`src/rtl/cache_wb_pkg.sv`:
```
// Shared types and sizing helpers for the cache write-back buffer.
// Entries pair a word-aligned address with its 32-bit data word.
package cache_wb_pkg;

    localparam int WB_DEPTH_DEFAULT = 8;
    localparam int WB_ADDR_WIDTH    = 32;
    localparam int WB_DATA_WIDTH    = 32;

    typedef struct packed {
        logic [WB_ADDR_WIDTH-1:0] addr;
        logic [WB_DATA_WIDTH-1:0] data;
    } wb_entry_t;

    // Pointers wrap modulo depth; the count needs one extra bit to represent "full".
    function automatic int wb_ptr_width(input int depth);
        return $clog2(depth);
    endfunction

    function automatic int wb_cnt_width(input int depth);
        return $clog2(depth) + 1;
    endfunction

    localparam int WB_PTR_W_DEFAULT = wb_ptr_width(WB_DEPTH_DEFAULT);
    localparam int WB_CNT_W_DEFAULT = wb_cnt_width(WB_DEPTH_DEFAULT);

endpackage

```
`src/rtl/cache_wb_forward_match.sv`:
```
// Youngest-first address matcher over the write-buffer entry array.
// Walks entries oldest to youngest so the last hit (closest to tail) wins.
module cache_wb_forward_match
    import cache_wb_pkg::*;
#(
    parameter int DEPTH = WB_DEPTH_DEFAULT,
    parameter int PTR_W = wb_ptr_width(DEPTH),
    parameter int CNT_W = wb_cnt_width(DEPTH)
) (
    input  wb_entry_t [DEPTH-1:0]      i_entries,
    input  logic      [PTR_W-1:0]      i_head,
    input  logic      [CNT_W-1:0]      i_count,
    input  logic      [WB_ADDR_WIDTH-1:0] i_addr,
    output logic                       o_hit,
    output logic      [WB_DATA_WIDTH-1:0] o_data
);

    // NOTE: every variable written here gets a default first, otherwise paths
    // that skip an assignment infer a latch.
    always_comb begin
        logic [PTR_W-1:0] slot;
        slot   = i_head;
        o_hit  = 1'b0;
        o_data = '0;
        for (int i = 0; i < DEPTH; i++) begin
            slot = i_head + PTR_W'(i);
            if ((CNT_W'(i) < i_count) && (i_entries[slot].addr == i_addr)) begin
                o_hit  = 1'b1;
                o_data = i_entries[slot].data;
            end
        end
    end

endmodule

```
`src/rtl/cache_writeback_buffer.sv`:
```
// Posted write buffer: absorbs one dirty word per cycle, drains in push order via req/ack.
// Define CACHE_WB_FORWARD_EN to build the youngest-entry forwarding lookup on rd_addr_i.
module cache_writeback_buffer
    import cache_wb_pkg::*;
#(
    parameter int DEPTH      = WB_DEPTH_DEFAULT,
    parameter int ADDR_WIDTH = WB_ADDR_WIDTH
) (
    input  logic                  clk_i,
    input  logic                  rst_i,
    input  logic                  wr_en_i,
    input  logic [ADDR_WIDTH-1:0] addr_i,
    input  logic [31:0]           data_i,
    output logic                  full_o,
    output logic                  empty_o,
    output logic                  overflow_o,
    output logic                  mem_req_o,
    output logic [ADDR_WIDTH-1:0] mem_addr_o,
    output logic [31:0]           mem_wdata_o,
    input  logic                  mem_ack_i,
    input  logic [ADDR_WIDTH-1:0] rd_addr_i,
    output logic                  fwd_hit_o,
    output logic [31:0]           fwd_data_o
);

    localparam int PTR_W = wb_ptr_width(DEPTH);
    localparam int CNT_W = wb_cnt_width(DEPTH);

    wb_entry_t [DEPTH-1:0] r_mem;
    logic [PTR_W-1:0]      r_head;
    logic [PTR_W-1:0]      r_tail;
    logic [CNT_W-1:0]      r_count;
    logic                  r_overflow;

    logic      w_full;
    logic      w_empty;
    logic      w_push;
    logic      w_pop;
    wb_entry_t w_push_entry;
    wb_entry_t w_head_entry;
    logic      w_unused_bits;

    // Status comes from the registered count only, so wr_en_i/mem_ack_i never reach it.
    assign w_full  = (r_count == CNT_W'(DEPTH));
    assign w_empty = (r_count == '0);
    assign w_push  = wr_en_i & ~w_full;
    assign w_pop   = ~w_empty & mem_ack_i;

    assign w_push_entry.addr = WB_ADDR_WIDTH'({addr_i[ADDR_WIDTH-1:2], 2'b00});
    assign w_push_entry.data = data_i;
    assign w_head_entry      = r_mem[r_head];

    // NOTE: state registers use non-blocking assignments so each one samples pre-edge values.
    always_ff @(posedge clk_i) begin
        if (rst_i) begin
            r_head     <= '0;
            r_tail     <= '0;
            r_count    <= '0;
            r_overflow <= 1'b0;
        end else begin
            if (w_push) r_tail <= r_tail + 1'b1;
            if (w_pop)  r_head <= r_head + 1'b1;
            if (w_push != w_pop) r_count <= w_push ? r_count + 1'b1 : r_count - 1'b1;
            if (wr_en_i & w_full) r_overflow <= 1'b1;
        end
    end

    // NOTE: entry storage is deliberately not reset; the count alone decides validity.
    always_ff @(posedge clk_i) begin
        if (w_push) r_mem[r_tail] <= w_push_entry;
    end

    assign full_o      = w_full;
    assign empty_o     = w_empty;
    assign overflow_o  = r_overflow;
    assign mem_req_o   = ~w_empty;
    assign mem_addr_o  = w_empty ? '0 : ADDR_WIDTH'(w_head_entry.addr);
    assign mem_wdata_o = w_empty ? '0 : w_head_entry.data;

`ifdef CACHE_WB_FORWARD_EN
    cache_wb_forward_match #(
        .DEPTH (DEPTH),
        .PTR_W (PTR_W),
        .CNT_W (CNT_W)
    ) u_forward_match (
        .i_entries (r_mem),
        .i_head    (r_head),
        .i_count   (r_count),
        .i_addr    (WB_ADDR_WIDTH'({rd_addr_i[ADDR_WIDTH-1:2], 2'b00})),
        .o_hit     (fwd_hit_o),
        .o_data    (fwd_data_o)
    );

    assign w_unused_bits = ^{addr_i[1:0], rd_addr_i[1:0]};
`else
    assign fwd_hit_o     = 1'b0;
    assign fwd_data_o    = '0;
    assign w_unused_bits = ^{addr_i[1:0], rd_addr_i};
`endif

endmodule

```
`config.mk`:
```
export PLATFORM = sky130hd
export DESIGN_NAME = cache_writeback_buffer
export DESIGN_NICKNAME = d
export VERILOG_FILES = /design/src/rtl/cache_wb_pkg.sv /design/src/rtl/cache_wb_forward_match.sv /design/src/rtl/cache_writeback_buffer.sv
export SDC_FILE = /design/constraint.sdc
export NUM_CORES = 1
export LEC_CHECK = 0
export CORE_ASPECT_RATIO = 0.9
export CORE_MARGIN = 2
export CORE_UTILIZATION = 45
export CTS_CLUSTER_SIZE = 40
export DETAILED_ROUTE_END_ITERATION = 7
export PLACE_DENSITY = 0.73
export SYNTH_ARGS = -nofsm -noshare
export SYNTH_HDL_FRONTEND = slang
export SYNTH_HIERARCHICAL = 1
export SYNTH_SLANG_ARGS = --single-unit
```
`constraint.sdc`:
```
create_clock -name clk_i -period 11.3 [get_ports clk_i]
set_input_delay 2.26 -clock clk_i [delete_from_list [all_inputs] [get_ports clk_i]]
set_output_delay 2.26 -clock clk_i [all_outputs]
set_load 0.02 [all_outputs]
```
==> After elaboration in Yosys (flattened, before gate mapping) <==
Index checks and enable logic that the tools add are counted.
{ "word_totals": {"latch_bits": 0, "n_memories": 0, "output_inout_bits": 101, "romBits": 0, "inputBits": 100, "ff_bits": 523, "mem_bits_rw": 0} }
{ "classes": {"n_reduce_logical": 2, "muxes": 8, "order_cmp": 3, "n_mul": 0, "div": 0, "n_addsub": 4, "n_bitwise": 5, "shifts": 0, "n_eq_ne": 2} }
{ "ops": {"columns": ["op", "count"], "rows": [
  ["$bwmux W512", 1],
  ["$bmux W64 S3", 1],
  ["$demux W64 S3", 1],
  ["$mux W64", 2],
  ["$mux W32", 2],
  ["$lt A3 B4 Y1 const B", 2],
  ["$add A3 B1 Y3 const B", 2],
  ["$add A4 B1 Y4 const B", 1],
  ["$eq A4 B4 Y1 const B", 1],
  ["$logic_not A4 Y1", 1],
  ["$mux W4", 1],
  ["$sub A4 B1 Y4 const B", 1],
  ["$and A1 B1 Y1", 3],
  ["$ge A3 B1 Y1 const B", 1],
  ["$not A1 Y1", 2],
  ["$logic_and A1 B1 Y1", 1],
  ["$ne A1 B1 Y1", 1]
]} }

==> Depth between registers and ports, before layout <==
{ "logic_depth": {"word_depth": 5, "ltp_mapped": 8, "mapped_depth_nobuf": 7} }

==> Least setup slack after synthesis <==
OpenSTA, ideal clock, no wires.
{ "synth_path": {"path_kind": "input -> register", "from": "in wr_en_i", "to": "reg r_mem[0] (netlist name) (enable)", "slack_ns": 1.999, "path_buffers": 1, "setup_ns": 0.636, "arrival_ns": 8.665, "path_stages": 3, "cell_sequence": "clkbuf_1 > nand2_1 > nor4_1"} }
{ "synth_between": {"elab_chain_len": 1} }
{ "synth_lines": {"columns": ["item", "line_no", "rtl"], "rows": [
  ["from (decl)", "cache_writeback_buffer.sv:11", "input logic wr_en_i,"],
  ["$and A1 B1 Y1", "cache_writeback_buffer.sv:46", "assign w_push = wr_en_i & ~w_full;"],
  ["to (signal, indexed assignment)", "cache_writeback_buffer.sv:70", "if (w_push) r_mem[r_tail] <= w_push_entry;"],
  ["to (decl)", "cache_writeback_buffer.sv:29", "wb_entry_t [DEPTH-1:0] r_mem;"]
]} }
No other way between the ends.
A chain may end at the register's enable or synchronous reset.

==> Final worst setup path <==
{ "layout_path": {"from": "reg r_head[0]", "to": "out mem_addr_o[11]"} }
{ "layout_between": {"elab_chain_len": 3} }
{ "layout_lines": {"columns": ["item", "line_no", "rtl"], "rows": [
  ["from (decl)", "cache_writeback_buffer.sv:30", "logic [PTR_W-1:0] r_head;"],
  ["from (signal assigned)", "cache_writeback_buffer.sv:62", "if (w_pop) r_head <= r_head + 1'b1;"],
  ["$bmux W64 S3", "cache_writeback_buffer.sv:51", "assign w_head_entry = r_mem[r_head];"],
  ["$mux W64 (not written as such)", "cache_writeback_buffer.sv:51", null],
  ["$mux W32", "cache_writeback_buffer.sv:77", "assign mem_addr_o = w_empty ? '0 : ADDR_WIDTH'(w_head_entry.addr);"],
  ["to (decl)", "cache_writeback_buffer.sv:18", "output logic [ADDR_WIDTH-1:0] mem_addr_o,"]
]} }
No other way between the ends. The select of a mux whose other input is x is not followed.

==> results by group <==
Setup path
  • Slowest Stage Delay on Critical Path: between 700 and 800 ps
  • Crit start category: flop
  • Crit path required time: ~9000 ps
  • CP top delay family: buffers and inverters
  • WP buf/inv: 3
  • Worst path most repeated cell: buf_4
  • Reg-to-reg startpoint: r_count[0]
  • Critical path class: flop to output pin
  • Crit-path slowest cell: dfxtp_4
  • Reg-to-Reg End: r_mem[399]
  • CP Launch Point: r_head[0]
  • Critical path endpoint category: output pin
  • R2R depth: 4
  • Arr. time, crit path: roughly 4000 ps
  • Reg-to-reg slack, setup: about 8300 ps
  • Max FO, Critical Path: 32
  • Crit path cell chain: buf_4, buf_4, mux4_2, mux2i_1, nor2_1, clkdlybuf4s50_1

STA
  • Final Skew: between 20 and 25 ps
  • Slew Limit Fails: 0
  • Least-Margin Pin Slew: ~1000 ps
  • Post-Route Setup TNS: 0 ps
  • Relative slew slack: 33.0%
  • RSZ-0062 raised after global routing: no
  • Fin. Hold Viols: 0
  • Worst hold margin: about 470 ps
  • Final setup vio count: 0
  • Worst Setup Slack, final: roughly 5000 ps
  • Fin crit share: a little under three fifths
  • Max frequency: roughly 160 MHz
  • Post-layout min period: approximately 6300 ps

Routing
  • Routed wire length: 37400 um
  • Drt pass-1 iters: 5
  • DRT antenna net count: 0
  • Via Count: 8932
  • Avg Vias per Cell: 5.43
  • Initial detailed-routing violation count: around 650
  • Drt drc: 0
  • WL/cell: 22.7 um

Floorplanning
  • Initial Util: a little under half
  • Site Rows: 72
  • Core area: approximately 43000 sq um
  • I/O pin count: approximately 200
  • Die height: roughly 200 um
  • Die Area: 45400 sq um
  • Die Wd: between 200 and 250 um

Clock network
  • TritonCTS clock tree: yes
  • Max Root-Sink Buffers: 3
  • CTS buffer count: between 40 and 50
  • Clock-pin slew on the worst setup and hold paths: about 60 ps
  • CTS resizes: 0
  • Num Clock Sinks: 507
  • Setup bufs post-CTS: 0
  • H-tree depth: 2
  • Worst-Skew Late Latency: roughly 560 ps
  • Root Driver: clkbuf_16
  • Post-CTS Hold Buffers: 0

Placement
  • Global placer's final weighted congestion: 0.696
  • Setup WS pre-CTS: 5400 ps
  • Placed inst area: 21500 sq um
  • HPWL Detailed: between 15000 and 20000 um
  • PortBufs: roughly 130

GRT
  • Global-route wire length before repair: between 50000 and 60000 um
  • Vias in the first global route: between 9000 and 10000
  • Largest net degree at the start of global routing: 66
  • GRT Overall Usage: 16.8%
  • Gr ovfl total: 0
  • Initial antenna violation count: 4

Hold path
  • Hold depth: 2
  • Min-delay src: overflow_o
  • WHS Endpoint: overflow_o
  • Worst Hold Class: flop to flop

Finish
  • Finished Cell Area: 23000 sq um
  • Fraction of layout cells with a size suffix above 1: approximately a fifth
  • Net count, final: between 1000 and 1500
  • Final Util: 53.3%
  • Layout area overhead: 16.9%
  • Most common cell after layout, fill and taps aside: edfxtp_1
  • Commonest cells after routing, fill and taps aside: edfxtp_1 (496), clkdlybuf4s50_1 (131), mux4_2 (124)

Synthesis
  • Cell count after synthesis: around 900
  • Yosys cell types: 32
  • Ys Warns: 6
  • Synth async-reset ratio: 0%
  • Synthesis-stage register bit count: slightly above 500
  • Syn_area_per_cell: ~22 sq um
  • Sequential fraction of the synthesis area: between 70% and 80%
  • Post-Syn Area: approximately 20000 sq um
  • Top FF cell, synth: edfxtp_1
  • Number of synthesized flops with an enable pin: 496

Pwr
  • Comb pwr share: between 20% and 30%
  • Static Leakage: 7.09 nW
  • Flop pwr share: around 43%
  • Clock network power share: between 20% and 30%
  • Switching part of the total: around 29%
  • Worst vdd ir: roughly 160 uV
  • Pwr dens: 232 nW/um^2
  • Int Pwr: about 3.8 mW
  • Sw power: ~1.5 mW

Status
  • Status: complete, no violations

Job
  • Max-cap violations: 0
-- power by group through the flow --
stage | Sequential, mW | Combinational, mW | Clock (mW)
6_report | 2.28 | 1.58 | 1.47
5_1_grt | 2.30 | 1.71 | 1.58
3_5_place_dp | 2.32 | 1.62 | 0
4_1_cts | 2.29 | 1.62 | 1.51
2_1_floorplan | 2.27 | 1.05 | 0
3_3_place_gp | 2.32 | 1.60 | 0
-- worst max-delay path by stage --
stage	end	slack, ps	cells after the start
2_1_floorplan	r_mem[0]	2000	3
3_3_place_gp	mem_addr_o[11]	5410	6
3_5_place_dp	mem_addr_o[11]	5400	6
4_1_cts	mem_addr_o[11]	4780	6
5_1_grt	mem_addr_o[11]	4610	6
6_report	mem_addr_o[11]	5010	6
-- layer usage --
layer  wire length, um  GRT usage [%]
met5                43              0
met4               495           3.48
met3              2220           3.40
met2             18900           28.8
met1             15700           22.5
-- cells by family (layout without fill, tap and decap cells) --
| group | after synthesis | after routing | share of synthesized area [%] |
|---|---|---|---|
| muxes | 189 | 189 | 17.5 |
| buffers and inverters | 83 | 239 | 2.43 |
| xor gates and xnor gates | 6 | 6 | 0.267 |
| AOI/OAI and AO/OA | 10 | 10 | 0.427 |
| adders and majority gates | 5 | 5 | 0.357 |
| and+or+nand+nor | 97 | 97 | 2.03 |
| DFF | 507 | 507 | 76.9 |
| other | 1 | 37 | 0.0191 |
-- worst min-delay path: stages, from the launching register on --
cell	delay, ps
dfxtp_1	330
a21oi_1	40
nor2_1	70
-- state kept, by name (all words and copies together) (netlist names) --
| register | cells |
|---|---|
| r_mem | 496 |
| r_count | 4 |
| r_head | 3 |
| r_tail | 3 |
| overflow_o | 1 |
-- stage by stage --
step	power (mW)	std cells
global route	5.59	1643
floorplan	3.33	932
finish	5.33	1645
detailed placement	3.94	1559
global placement	3.92	1559
CTS	5.41	1643
-- final cells by class --
cell class              instances  area, sq um
diodes                          2         5.00
repair buffers                152         1470
clock inverters                16          125
inverters                       3         16.3
multi-input cells             342         4230
clock buffers                  68         1300
flip-flops and latches        507        15100
well taps                     555          694
fillers                      3318        20100
-- synth_stat cells (2+ instances only) --
cell type  count  share of area (%)
mux4_2       124                 14
xor2_1         4               0.18
buf_1          2              0.038
buf_4         37                1.4
dfxtp_1       11                1.1
nor2_1        75                1.4
a211oi_1       2              0.076
xnor2_1        2              0.089
edfxtp_1     496                 76
mux2i_1       64                3.3
nand2b_1       2              0.064
nor3_1         5               0.13
ha_1           4               0.25
nand2_1        5              0.096
buf_2         18               0.46
clkbuf_1      23               0.44
nand3_1        6               0.15
a21oi_1        4               0.10
(Power assumes the default switching activity.)
